<file path="src/rtl/frame_config_loader.sv">
// frame_config_loader: turns a 32-bit config word stream into FrameRegister data and one-hot FrameSelect strobes.
// Latency: the strobe rises the cycle after the last data word (the checksum word when CONFIG_CHECKSUM_EN) and lasts STROBE_CYCLES.
// Backpressure: cfg_ready is registered and is low only during the strobe window. Optional feature macro: CONFIG_CHECKSUM_EN.
module frame_config_loader #(
    parameter int          NUM_ROWS       = 6,
    parameter int          NUM_COLS       = 8,
    parameter int          FRAMES_PER_COL = 36,
    parameter int          STROBE_CYCLES  = 2,
    parameter logic [31:0] SYNC_WORD      = 32'hFAB0FAB1
) (
    input  logic                               CLK,
    input  logic                               RST,
    input  logic [31:0]                        cfg_data,
    input  logic                               cfg_valid,
    output logic                               cfg_ready,
    output logic [32*NUM_ROWS-1:0]             FrameRegister,
    output logic [NUM_COLS*FRAMES_PER_COL-1:0] FrameSelect,
    output logic                               busy,
    output logic                               cfg_error,
    output logic [15:0]                        frames_written
);

    localparam int FR_W  = 32 * NUM_ROWS;
    localparam int FS_W  = NUM_COLS * FRAMES_PER_COL;
    localparam int SEL_W = (FS_W > 1) ? $clog2(FS_W) : 1;
    localparam int CNT_W = $clog2(NUM_ROWS + 1);
    localparam int STB_W = $clog2(STROBE_CYCLES + 1);

    // Header layout: opcode in [31:28], column in [12:8], frame in [5:0]
    localparam logic [3:0] OP_WRITE  = 4'h1;
    localparam logic [3:0] OP_DESYNC = 4'hD;

    typedef enum logic [1:0] {
        ST_IDLE,
        ST_HDR,
        ST_DATA,
        ST_STROBE
    } state_t;

    state_t                 state;
    logic [4:0]             col;
    logic [5:0]             frame;
    logic [CNT_W-1:0]       word_cnt;
    logic [STB_W-1:0]       strobe_cnt;

    logic                   xfer;
    logic                   last_word;
    logic                   sum_ok;
    logic                   addr_ok;
    logic [SEL_W-1:0]       sel_idx;
    logic [FS_W-1:0]        sel_onehot;

    assign xfer = cfg_valid & cfg_ready;

    // Latched column/frame must address a real frame; otherwise the frame is dropped with an error
    assign addr_ok    = (int'(col) < NUM_COLS) && (int'(frame) < FRAMES_PER_COL);
    assign sel_idx    = SEL_W'(col) * SEL_W'(FRAMES_PER_COL) + SEL_W'(frame);
    assign sel_onehot = FS_W'(1) << sel_idx;

`ifdef CONFIG_CHECKSUM_EN
    logic [31:0] sum;

    // The word after the last row is the checksum, compared against the running sum
    assign last_word = (word_cnt == CNT_W'(NUM_ROWS));
    assign sum_ok    = (cfg_data == sum);

    // Running modulo-2^32 sum of the data words of the current frame
    always_ff @(posedge CLK) begin
        if (RST) begin
            sum <= '0;
        end else if (state == ST_HDR) begin
            sum <= '0;
        end else if (state == ST_DATA && xfer && !last_word) begin
            sum <= sum + cfg_data;
        end
    end
`else
    assign last_word = (word_cnt == CNT_W'(NUM_ROWS - 1));
    assign sum_ok    = 1'b1;
`endif

    // Session/frame FSM with all outputs registered
    always_ff @(posedge CLK) begin
        if (RST) begin
            state          <= ST_IDLE;
            col            <= '0;
            frame          <= '0;
            word_cnt       <= '0;
            strobe_cnt     <= '0;
            cfg_ready      <= 1'b1;
            FrameRegister  <= '0;
            FrameSelect    <= '0;
            busy           <= 1'b0;
            cfg_error      <= 1'b0;
            frames_written <= '0;
        end else begin
            case (state)
                ST_IDLE: begin
                    // Anything other than the sync word is swallowed
                    if (xfer && cfg_data == SYNC_WORD) begin
                        state <= ST_HDR;
                        busy  <= 1'b1;
                    end
                end

                ST_HDR: begin
                    if (xfer) begin
                        if (cfg_data[31:28] == OP_WRITE) begin
                            col      <= cfg_data[12:8];
                            frame    <= cfg_data[5:0];
                            word_cnt <= '0;
                            state    <= ST_DATA;
                        end else if (cfg_data[31:28] == OP_DESYNC) begin
                            state <= ST_IDLE;
                            busy  <= 1'b0;
                        end else begin
                            cfg_error <= 1'b1;
                        end
                    end
                end

                ST_DATA: begin
                    if (xfer) begin
                        // Word i lands in row slice i, row 1 at the top of the bus
                        for (int r = 0; r < NUM_ROWS; r++) begin
                            if (word_cnt == CNT_W'(r)) begin
                                FrameRegister[FR_W-1-32*r -: 32] <= cfg_data;
                            end
                        end
                        if (last_word) begin
                            if (!sum_ok || !addr_ok) begin
                                cfg_error <= 1'b1;
                                state     <= ST_HDR;
                            end else begin
                                FrameSelect <= sel_onehot;
                                strobe_cnt  <= '0;
                                cfg_ready   <= 1'b0;
                                state       <= ST_STROBE;
                            end
                        end else begin
                            word_cnt <= word_cnt + CNT_W'(1);
                        end
                    end
                end

                ST_STROBE: begin
                    // FrameRegister is frozen here, so the fabric sees stable data while the strobe is high
                    if (strobe_cnt == STB_W'(STROBE_CYCLES - 1)) begin
                        FrameSelect <= '0;
                        cfg_ready   <= 1'b1;
                        state       <= ST_HDR;
                        if (frames_written != 16'hFFFF) begin
                            frames_written <= frames_written + 16'd1;
                        end
                    end else begin
                        strobe_cnt <= strobe_cnt + STB_W'(1);
                    end
                end

                default: begin
                    state       <= ST_IDLE;
                    busy        <= 1'b0;
                    cfg_ready   <= 1'b1;
                    FrameSelect <= '0;
                end
            endcase
        end
    end

endmodule

</file>
<file path="config.mk">
export PLATFORM = sky130hd
export DESIGN_NAME = frame_config_loader
export DESIGN_NICKNAME = d
export VERILOG_FILES = /design/src/rtl/frame_config_loader.sv
export SDC_FILE = /design/constraint.sdc
export NUM_CORES = 1
export LEC_CHECK = 0
export ABC_AREA = 1
export ABC_CLOCK_PERIOD_IN_PS = 2900
export CAP_MARGIN = 20
export CORE_ASPECT_RATIO = 0.7
export CORE_MARGIN = 1
export CORE_UTILIZATION = 45
export DETAILED_ROUTE_END_ITERATION = 10
export GPL_ROUTABILITY_DRIVEN = 1
export PLACE_DENSITY = 0.83
export SLEW_MARGIN = 20
export SYNTH_ARGS = -nofsm -noshare
export SYNTH_HDL_FRONTEND = slang
export SYNTH_SLANG_ARGS = --single-unit
</file>
<file path="constraint.sdc">
create_clock -name CLK -period 2.9 [get_ports CLK]
set_input_delay 0.58 -clock CLK [delete_from_list [all_inputs] [get_ports CLK]]
set_output_delay 0.58 -clock CLK [all_outputs]
set_load 0.02 [all_outputs]
</file>
Word level (Yosys, flattened, before mapping)
Cells that the tools add are included.

Output and inout port bits: 499. Register bits after elaboration: 517. Bits of input ports: 35.

Muxes and demuxes: 41. Add/subtract/negate cells: 4. Shift operators: 1. Reduce and logical (&&, ||, !) cells: 21. $lt $le $gt $ge: 2. $mul: 1. Bitwise gates (word level): 1. Eq/ne operators: 27.

Operator list (number): 288-bit two-way mux (4); 288-bit one-hot mux with 2 select lines (1); 1-bit by 9-bit << shifter with 288-bit output, first input constant (1); 32-bit == test, second input constant (1); 2-bit != test, second input constant (13); 2-bit two-way mux (12); 3-bit AND reduction (8); 5-bit AND reduction (4); 16-bit by 1-bit adder with 16-bit output, second input constant (1); 16-bit != test, second input constant (1); 1-bit two-way mux (14); 3-bit two-way mux (4); 9-bit by 6-bit adder with 9-bit output (1); 2-bit one-hot mux with 4 select lines (1); 5-bit by 4-bit multiplier with 7-bit output, second input constant (1); 7-bit AND reduction (1); 3-bit by 2-bit == test with 1-bit output, second input constant (2); 3-bit == test, second input constant (2); 6-bit < comparator, second input constant (1); 1-bit one-hot mux with 2 select lines (3); 3-bit one-hot mux with 2 select lines (1); 6-bit AND reduction (1); 2-bit nonzero test (3); 5-bit by 4-bit < comparator with 1-bit output, second input constant (1); other kinds (13) (16).

Longest topological paths before layout
Gate-level depths: netlist of run 1.

Depth after elaboration: 7. Depth in mapped cells: 14. Mapped depth without buffers: 12.

Least setup slack after synthesis of run 1
Ideal clock, no wire load.

Kind: reg2reg. Start: register col[1]. End: register FrameSelect[116]. Slack: 0.484 ns. Cell stages (with the launch flop): 14. Arrival time: 2.346 ns. Library setup time: 0.070 ns. Clock period less this slack: 2.416 ns. Data required time: 2.830 ns. Path buffers: 2. Cells stage by stage: dfxtp_1 ha_1 ha_1 inv_1 fa_1 nor2_2 nand4_1 nand3_1 nand2_1 nor2_2 buf_4 buf_2 nand2_1 a21oi_1.

Longest elaborated chain between the ends: 7. Elaborated cells on any way between the ends: 11.

Ends and longest elaborated chain: from (decl) (RTL line 41) `logic [4:0] col;`; from (signal assigned) (RTL line 109) `col <= cfg_data[12:8];`; 5-bit by 4-bit multiplier with 7-bit output (RTL line 57) `assign sel_idx = SEL_W'(col) * SEL_W'(FRAMES_PER_COL) + SEL_W'(frame);`; 9-bit by 6-bit adder with 9-bit output (RTL line 57); 1-bit by 9-bit << shifter with 288-bit output (RTL line 58) `assign sel_onehot = FS_W'(1) << sel_idx;`; 288-bit two-way mux (RTL line 131) `if (!sum_ok || !addr_ok) begin`; 288-bit two-way mux (RTL line 130) `if (last_word) begin`; 288-bit two-way mux (RTL line 123) `if (xfer) begin`; 288-bit one-hot mux with 2 select lines (RTL line 97) `case (state)`; to (signal assigned) (RTL line 135) `FrameSelect <= sel_onehot;`; to (decl) (RTL line 17) `output logic [NUM_COLS*FRAMES_PER_COL-1:0] FrameSelect,`.

Parallel ways exist; a longest one is shown, timed or not. The select of a mux whose other input is x is not followed. A chain may end at the register's enable or synchronous reset.

Worst setup path in the final report of run 1
Start: register col[0]. End: register FrameSelect[166].

The elaborated chain is that of the path after synthesis.

==> results of run 1 <==
## layer usage
layer	part of all wire, %	routed length [um]
met5	0	0
met4	5.5	4310
met3	11	8740
met2	42	32800
met1	42	32800
## repair_timing
action                                  in CTS  in global routing
endpoints found under the setup margin       0                250
setup buffers                                0                  4
gates resized for setup                      0                 19
## worst register-to-register path, stage by stage (launching register included)
cell and delay, ns:
dfxtp_1 0.38, ha_1 0.21, inv_1 0.07, fa_2 0.65
nand4_1 0.16, nor2_1 0.50, buf_4 0.25, nand3_1 0.13
nor2_1 0.13, nand2_1 0.06, a21oi_1 0.12
## metrics by stage
step / util, % / total power, mW
6_report: 63.9 / 14.8
2_1_floorplan: - / 7.74
5_1_grt: 63.9 / 15.2
3_3_place_gp: 59.8 / 8.06
4_1_cts: 63.6 / 14.8
3_5_place_dp: 59.8 / 8.07
## cell type report
type	count	area (um^2)	share of cell area (%)
Tap cell	603	754	2.60
Inverter	73	277	0.953
Multi-Input combinational cell	2097	9340	32.2
Clock buffer	64	1410	4.84
Clock inverter	23	305	1.05
Antenna cell	3	7.51	0.0259
Timing Repair Buffer	652	6590	22.7
Sequential cell	517	10300	35.7
## state kept, by name (all words and copies together), names as in the netlist
| name | cells |
|---|---|
| FrameRegister | 192 |
| FrameSelect | 288 |
| busy | 1 |
| cfg_error | 1 |
| cfg_ready | 1 |
| col | 5 |
| frame | 6 |
| frames_written | 16 |
| state | 2 |
| strobe_cnt | 2 |
| word_cnt | 3 |
## cell families (layout without fill, tap and decap cells)
group	after synthesis	in the layout	synth area share (%)
xor gates and xnor gates	12	12	0.539
adders and majority gates	21	21	1.33
AOI/OAI and AO/OA	605	605	14.5
and+or+nand+nor	1459	1459	27.8
DFF	517	517	49.5
other	0	3	0
buffers and inverters	293	812	6.23
## placed cells by master, fill, tap and decap left out, types with 8 or more instances in the layout
cell type and n:
buf_4 89, nor2_1 564, nand2_1 667, nor2_4 8, o21ai_0 208, nor2_2 9, a21oi_1 393, nand3_1 167
clkbuf_16 53, dfxtp_1 517, buf_12 24, clkbuf_8 8, clkdlybuf4s50_1 532, nand4_1 23, ha_1 19, inv_1 61
## worst max-delay path by stage
stage / start / to
final: col[0] / FrameSelect[166]
after global routing: col[1] / FrameSelect[206]
after CTS: col[0] / FrameSelect[42]
after detailed placement: col[0] / FrameSelect[42]
after global placement: col[0] / FrameSelect[13]
after floorplan: col[1] / FrameSelect[116]
## report_power, final
group | internal (mW) | switching (mW) | leakage, nW
combinational | 0.250 | 0.559 | 5.25
clock | 3.97 | 2.88 | 0.833
sequential | 7.12 | 0.0169 | 4.16
total | 11.3 | 3.45 | 10.2
==> impl_metrics.csv, run 1 <==
group,metric,value,unit
status,status,"completed",
worst_setup_path,path_cells,"ha_1 > inv_1 > fa_2 > nand4_1 > nor2_1 > buf_4 > nand3_1 > nor2_1 > nand2_1 > a21oi_1",
cts,htree_num_levels,2,
final_layout,fin_nets,3447,
worst_setup_path,slowest_delay,0.65,ns
global_route,antenna_found_initial,3,
synthesis,synth_edf_count,0,
synthesis,syn-num-nets,2963,
run,maxCapViolCount,0,
cts,cts_tree,"done",
worst_hold_path,holdPathStages,2,
timing,fin_skew,0.0283,ns
synthesis,yosysMostFrequentCell,"nand2_1",
timing,fin_setup_tns,0,ns
global_route,grt_max_degree,176,
worst_setup_path,crit_slowest_cell,"fa_2",
synthesis,synth_top_area_cell,"dfxtp_1",
cts,clockBufferDepth,3,
cts,clkTransAtPathRegs,0.06,ns
global_route,grtUsageMet2,45.4,%
worst_hold_path,min_from,"RST",
worst_setup_path,r2r_start,"col[0]",
final_layout,final_cells,4032,
worst_hold_path,min_to,"FrameSelect[269]",
global_route,grtUsageMet1,44.5,%
floorplanning,fp.coreArea,45500,um^2
floorplanning,start_util,46.0,%
floorplanning,fp-row-count,65,
worst_setup_path,cpMostUsedCell,"nor2_1",
cts,clock_latency,0.58,ns
timing,slew_violations,0,
route,firstDrtPassIters,5,
global_route,grt.busiest_layer,"met2",
synthesis,synthDistinctLibCells,31,
synthesis,yosys_warnings,0,
worst_setup_path,required,3.39,ns
placed_design,hpwl,54800,um
route,drt_iter0_markers,2892,
route,ant_nets,0,
synthesis,postSynthAreaPerCell,7.19,um^2
synthesis,synth_flop_cell,"dfxtp_1",
worst_setup_path,crit_family,"simple AND/OR/NAND/NOR gates",
timing,period_minus_slack,2.74,ns
global_route,grt_overflow,0,
placed_design,dp.cells,3936,
final_layout,area_growth,38.9,%
final_layout,drive_above_1_share,7.09,%
placed_design,gp_congestion,0.978,
worst_setup_path,path_max_fanout,9,
worst_hold_path,hold_class,"in2reg",
floorplanning,die_y,182,um
floorplanning,dieArea,47300,um^2
worst_setup_path,reg2reg_to,"FrameSelect[166]",
placed_design,dpl_worst_slack,0.0960,ns
placed_design,placed_cell_area,27200,um^2
timing,max_freq,365,MHz
floorplanning,die_w,260,um
final_layout,final_cell_area,29000,um^2
route,wl_per_cell,19.5,um
floorplanning,ioPinCount,534,
synthesis,netlist_area,20900,um^2
global_route,grt_usage,31.8,%
global_route,grt_pass1_vias,20100,
synthesis,synth_common_cells,"nand2_1, nor2_1, dfxtp_1, a21oi_1, o21ai_0",
global_route,grt_pass1_wl,117000,um
route,drc,0,
synthesis,ys_seq_area_share,49.5,%
power_and_ir_drop,p_per_area,510,nW/um^2
cts,cts_made_buffers,50,
timing,worstMarginPinSlew,0.911,ns
worst_setup_path,r2r_slack,0.16,ns
power_and_ir_drop,total_leakage_power,10.2,nW
route,route.final.wire_length,78600,um
synthesis,postSynthCellCount,2907,
synthesis,ys_ff_latch,517,
synthesis,synth_top_cell_area_share,49.5,%
route,vias,22000,
synthesis,yosys-top-cells-area,"dfxtp_1, nand2_1, nor2_1, a21oi_1, o21ai_0",
timing,slew_headroom,39.2,%
worst_setup_path,cp.arrival,3.23,ns
global_route,grtUsageMet3,7.46,%
route,vias_per_cell,5.46,
worst_setup_path,cp_num_cells,10,
final_layout,fillers,3854,
worst_setup_path,critPathBufInv,2,
placed_design,portBuffers,533,
timing,worst_slack,0.161,ns
timing,hold_ws,0.424,ns
worst_setup_path,rr_worst_depth,10,
cts,cts_sinks,517,
worst_setup_path,critPathLaunchType,"register",
synthesis,async_flop_share,0,%
cts,cts.hold.buffers_added,0,
worst_setup_path,worstSetupEndpointType,"register",
timing,setup_viol,0,
power_and_ir_drop,vdd_drop_max,0.488,mV
timing,finalHoldViolCount,0,
timing,period_share,94.5,%
cts,cts_root_buf,"clkbuf_16",
worst_setup_path,critical_path_class,"reg2reg",
Power figures use the tool's default switching activity.
==> run 2: changes to the inputs <==
--- a/config.mk
+++ b/config.mk
@@ -9,7 +9,7 @@
 export ABC_CLOCK_PERIOD_IN_PS = 2900
 export CAP_MARGIN = 20
 export CORE_ASPECT_RATIO = 0.7
-export CORE_MARGIN = 1
+export CORE_MARGIN = 3
 export CORE_UTILIZATION = 45
 export DETAILED_ROUTE_END_ITERATION = 10
 export GPL_ROUTABILITY_DRIVEN = 1
==> impl_metrics.csv, run 2 (synthesis results as in run 1) <==
group,metric,value,unit
placed_design,portBuffers,533,
cts,clock_latency,0.57,ns
final_layout,area_growth,38.7,%
route,ant_nets,0,
floorplanning,start_util,46.0,%
final_layout,largestRegisters,"FrameSelect x288, FrameRegister x192, frames_written x16",
worst_setup_path,reg2reg_to,"FrameSelect[286]",
timing,max_freq,363,MHz
power_and_ir_drop,power.total,14.9,mW
placed_design,hpwl,54400,um
timing,slew_headroom,33.5,%
worst_setup_path,required,3.38,ns
final_layout,largest-register,"FrameSelect",
final_layout,post-route-util,63.8,%
placed_design,dp.cells,3918,
timing,fin_setup_tns,0,ns
timing,setup_viol,0,
floorplanning,dieArea,49100,um^2
worst_setup_path,cp.arrival,3.24,ns
global_route,grt_overflow,0,
timing,worstMarginPinSlew,0.997,ns
cts,htree_num_levels,2,
worst_hold_path,hold_class,"in2reg",
timing,period_share,95.1,%
floorplanning,fp-row-count,65,
route,vias,21900,
final_layout,final_common_cell,"nand2_1",
worst_setup_path,crit_slowest_cell,"fa_1",
power_and_ir_drop,power.switching,3.48,mW
worst_setup_path,crit_start,"col[0]",
timing,slew_violations,0,
worst_setup_path,crit_family,"simple AND/OR/NAND/NOR gates",
timing,worst_slack,0.143,ns
final_layout,drive_above_1_share,6.79,%
global_route,antenna_found_initial,1,
worst_setup_path,critPathBufInv,2,
global_route,grt_max_degree,191,
power_and_ir_drop,vdd_drop_max,0.406,mV
cts,cts.hold.buffers_added,0,
worst_setup_path,critical_path_class,"reg2reg",
final_layout,final_cells,4021,
cts,cts_tree,"done",
cts,cts_root_buf,"clkbuf_16",
worst_setup_path,endpoint,"FrameSelect[286]",
worst_setup_path,worstSetupEndpointType,"register",
route,vias_per_cell,5.45,
cts,clockBufferDepth,3,
global_route,grt_usage,29.5,%
power_and_ir_drop,seqPwrFrac,48.0,%
placed_design,gp_congestion,0.977,
global_route,grt_pass1_vias,19500,
cts,cts_made_buffers,50,
worst_setup_path,critPathLaunchType,"register",
global_route,grt_pass1_wl,115000,um
cts,clkTransAtPathRegs,0.06,ns
power_and_ir_drop,total_leakage_power,10.2,nW
placed_design,dpl_worst_slack,0.116,ns
power_and_ir_drop,p_int,11.4,mW
route,wl_per_cell,19.5,um
worst_setup_path,r2r_slack,0.14,ns
floorplanning,ioPinCount,534,
route,drt_iter0_markers,2888,
floorplanning,die_y,186,um
worst_setup_path,r2r_start,"col[0]",
worst_setup_path,cp_num_cells,10,
worst_setup_path,rr_worst_depth,10,
worst_setup_path,path_cells,"ha_1 > inv_1 > fa_1 > inv_2 > nand4_1 > nor2_2 > nand3_1 > nor2_1 > nand2_1 > a21oi_1",
final_layout,final_cell_mix,"nand2_1, nor2_1, clkdlybuf4s50_1, dfxtp_1, a21oi_1",
power_and_ir_drop,switching_share,23.4,%
power_and_ir_drop,power_frac_clock,46.5,%
route,drc,0,
timing,finalHoldViolCount,0,
final_layout,fin_nets,3433,
worst_setup_path,path_max_fanout,9,
timing,period_minus_slack,2.76,ns
route,firstDrtPassIters,6,
route,route.final.wire_length,78400,um
power_and_ir_drop,p_per_area,513,nW/um^2
final_layout,largest_reg_flops,288,
floorplanning,fp.coreArea,45500,um^2
power_and_ir_drop,p_comb_share,5.5,%
worst_setup_path,slowest_delay,0.59,ns
status,status,"completed",
cts,cts_sinks,517,
run,maxCapViolCount,0,
timing,fin_skew,0.0185,ns
floorplanning,die_w,264,um
[run 2: how the worst min path moves through the flow]
stage	slack, ns	startpoint	depth (start not counted)	endpoint
6_report	0.33	RST	2	frames_written[8]
3_5_place_dp	0.44	cfg_error	2	cfg_error
5_1_grt	0.32	RST	2	frames_written[2]
4_1_cts	0.30	RST	2	frames_written[2]
3_3_place_gp	0.45	cfg_error	2	cfg_error
2_1_floorplan	0.44	strobe_cnt[1]	2	strobe_cnt[1]
[run 2: cell type report]
cell class | count | area (um^2)
Multi-Input combinational cell | 2097 | 9330
Antenna cell | 1 | 2.50
Tap cell | 603 | 754
Timing Repair Buffer | 638 | 6540
Clock buffer | 69 | 1430
Clock inverter | 23 | 298
Fill cell | 3825 | 16500
Sequential cell | 517 | 10400
Inverter | 73 | 277
[run 2: routing by layer]
metal / up-vias / part of all wire, % / GRT usage, %
li1: 10400 / - / -
met1: 10100 / 41 / 41.2
met2: 1274 / 43 / 43.6
met3: 191 / 12 / 8.68
met4: 0 / 3.8 / 10.0
met5: - / 0 / 0
[run 2: what timing repair did]
item                                   in CTS  in global routing
endpoints found under the hold margin       0                  0
setup endpoints to repair                   0                228
setup buffers                               0                  7
resized for setup                           0                 16
[run 2: through the flow]
step	cell area, um^2	hold slack, ns
4_1_cts	28800	0.300
5_1_grt	29000	0.320
3_5_place_dp	27100	0.443
6_report	29000	0.330
3_3_place_gp	27100	0.445
2_1_floorplan	20900	0.445
[run 2: power by group through the flow]
stage / Clock, mW / Combinational, mW / Sequential (mW)
after floorplan: 0 / 0.421 / 7.32
after global placement: 0 / 0.764 / 7.30
after detailed placement: 0 / 0.764 / 7.30
after CTS: 6.97 / 0.767 / 7.14
after global routing: 7.26 / 0.872 / 7.14
final: 6.92 / 0.817 / 7.14
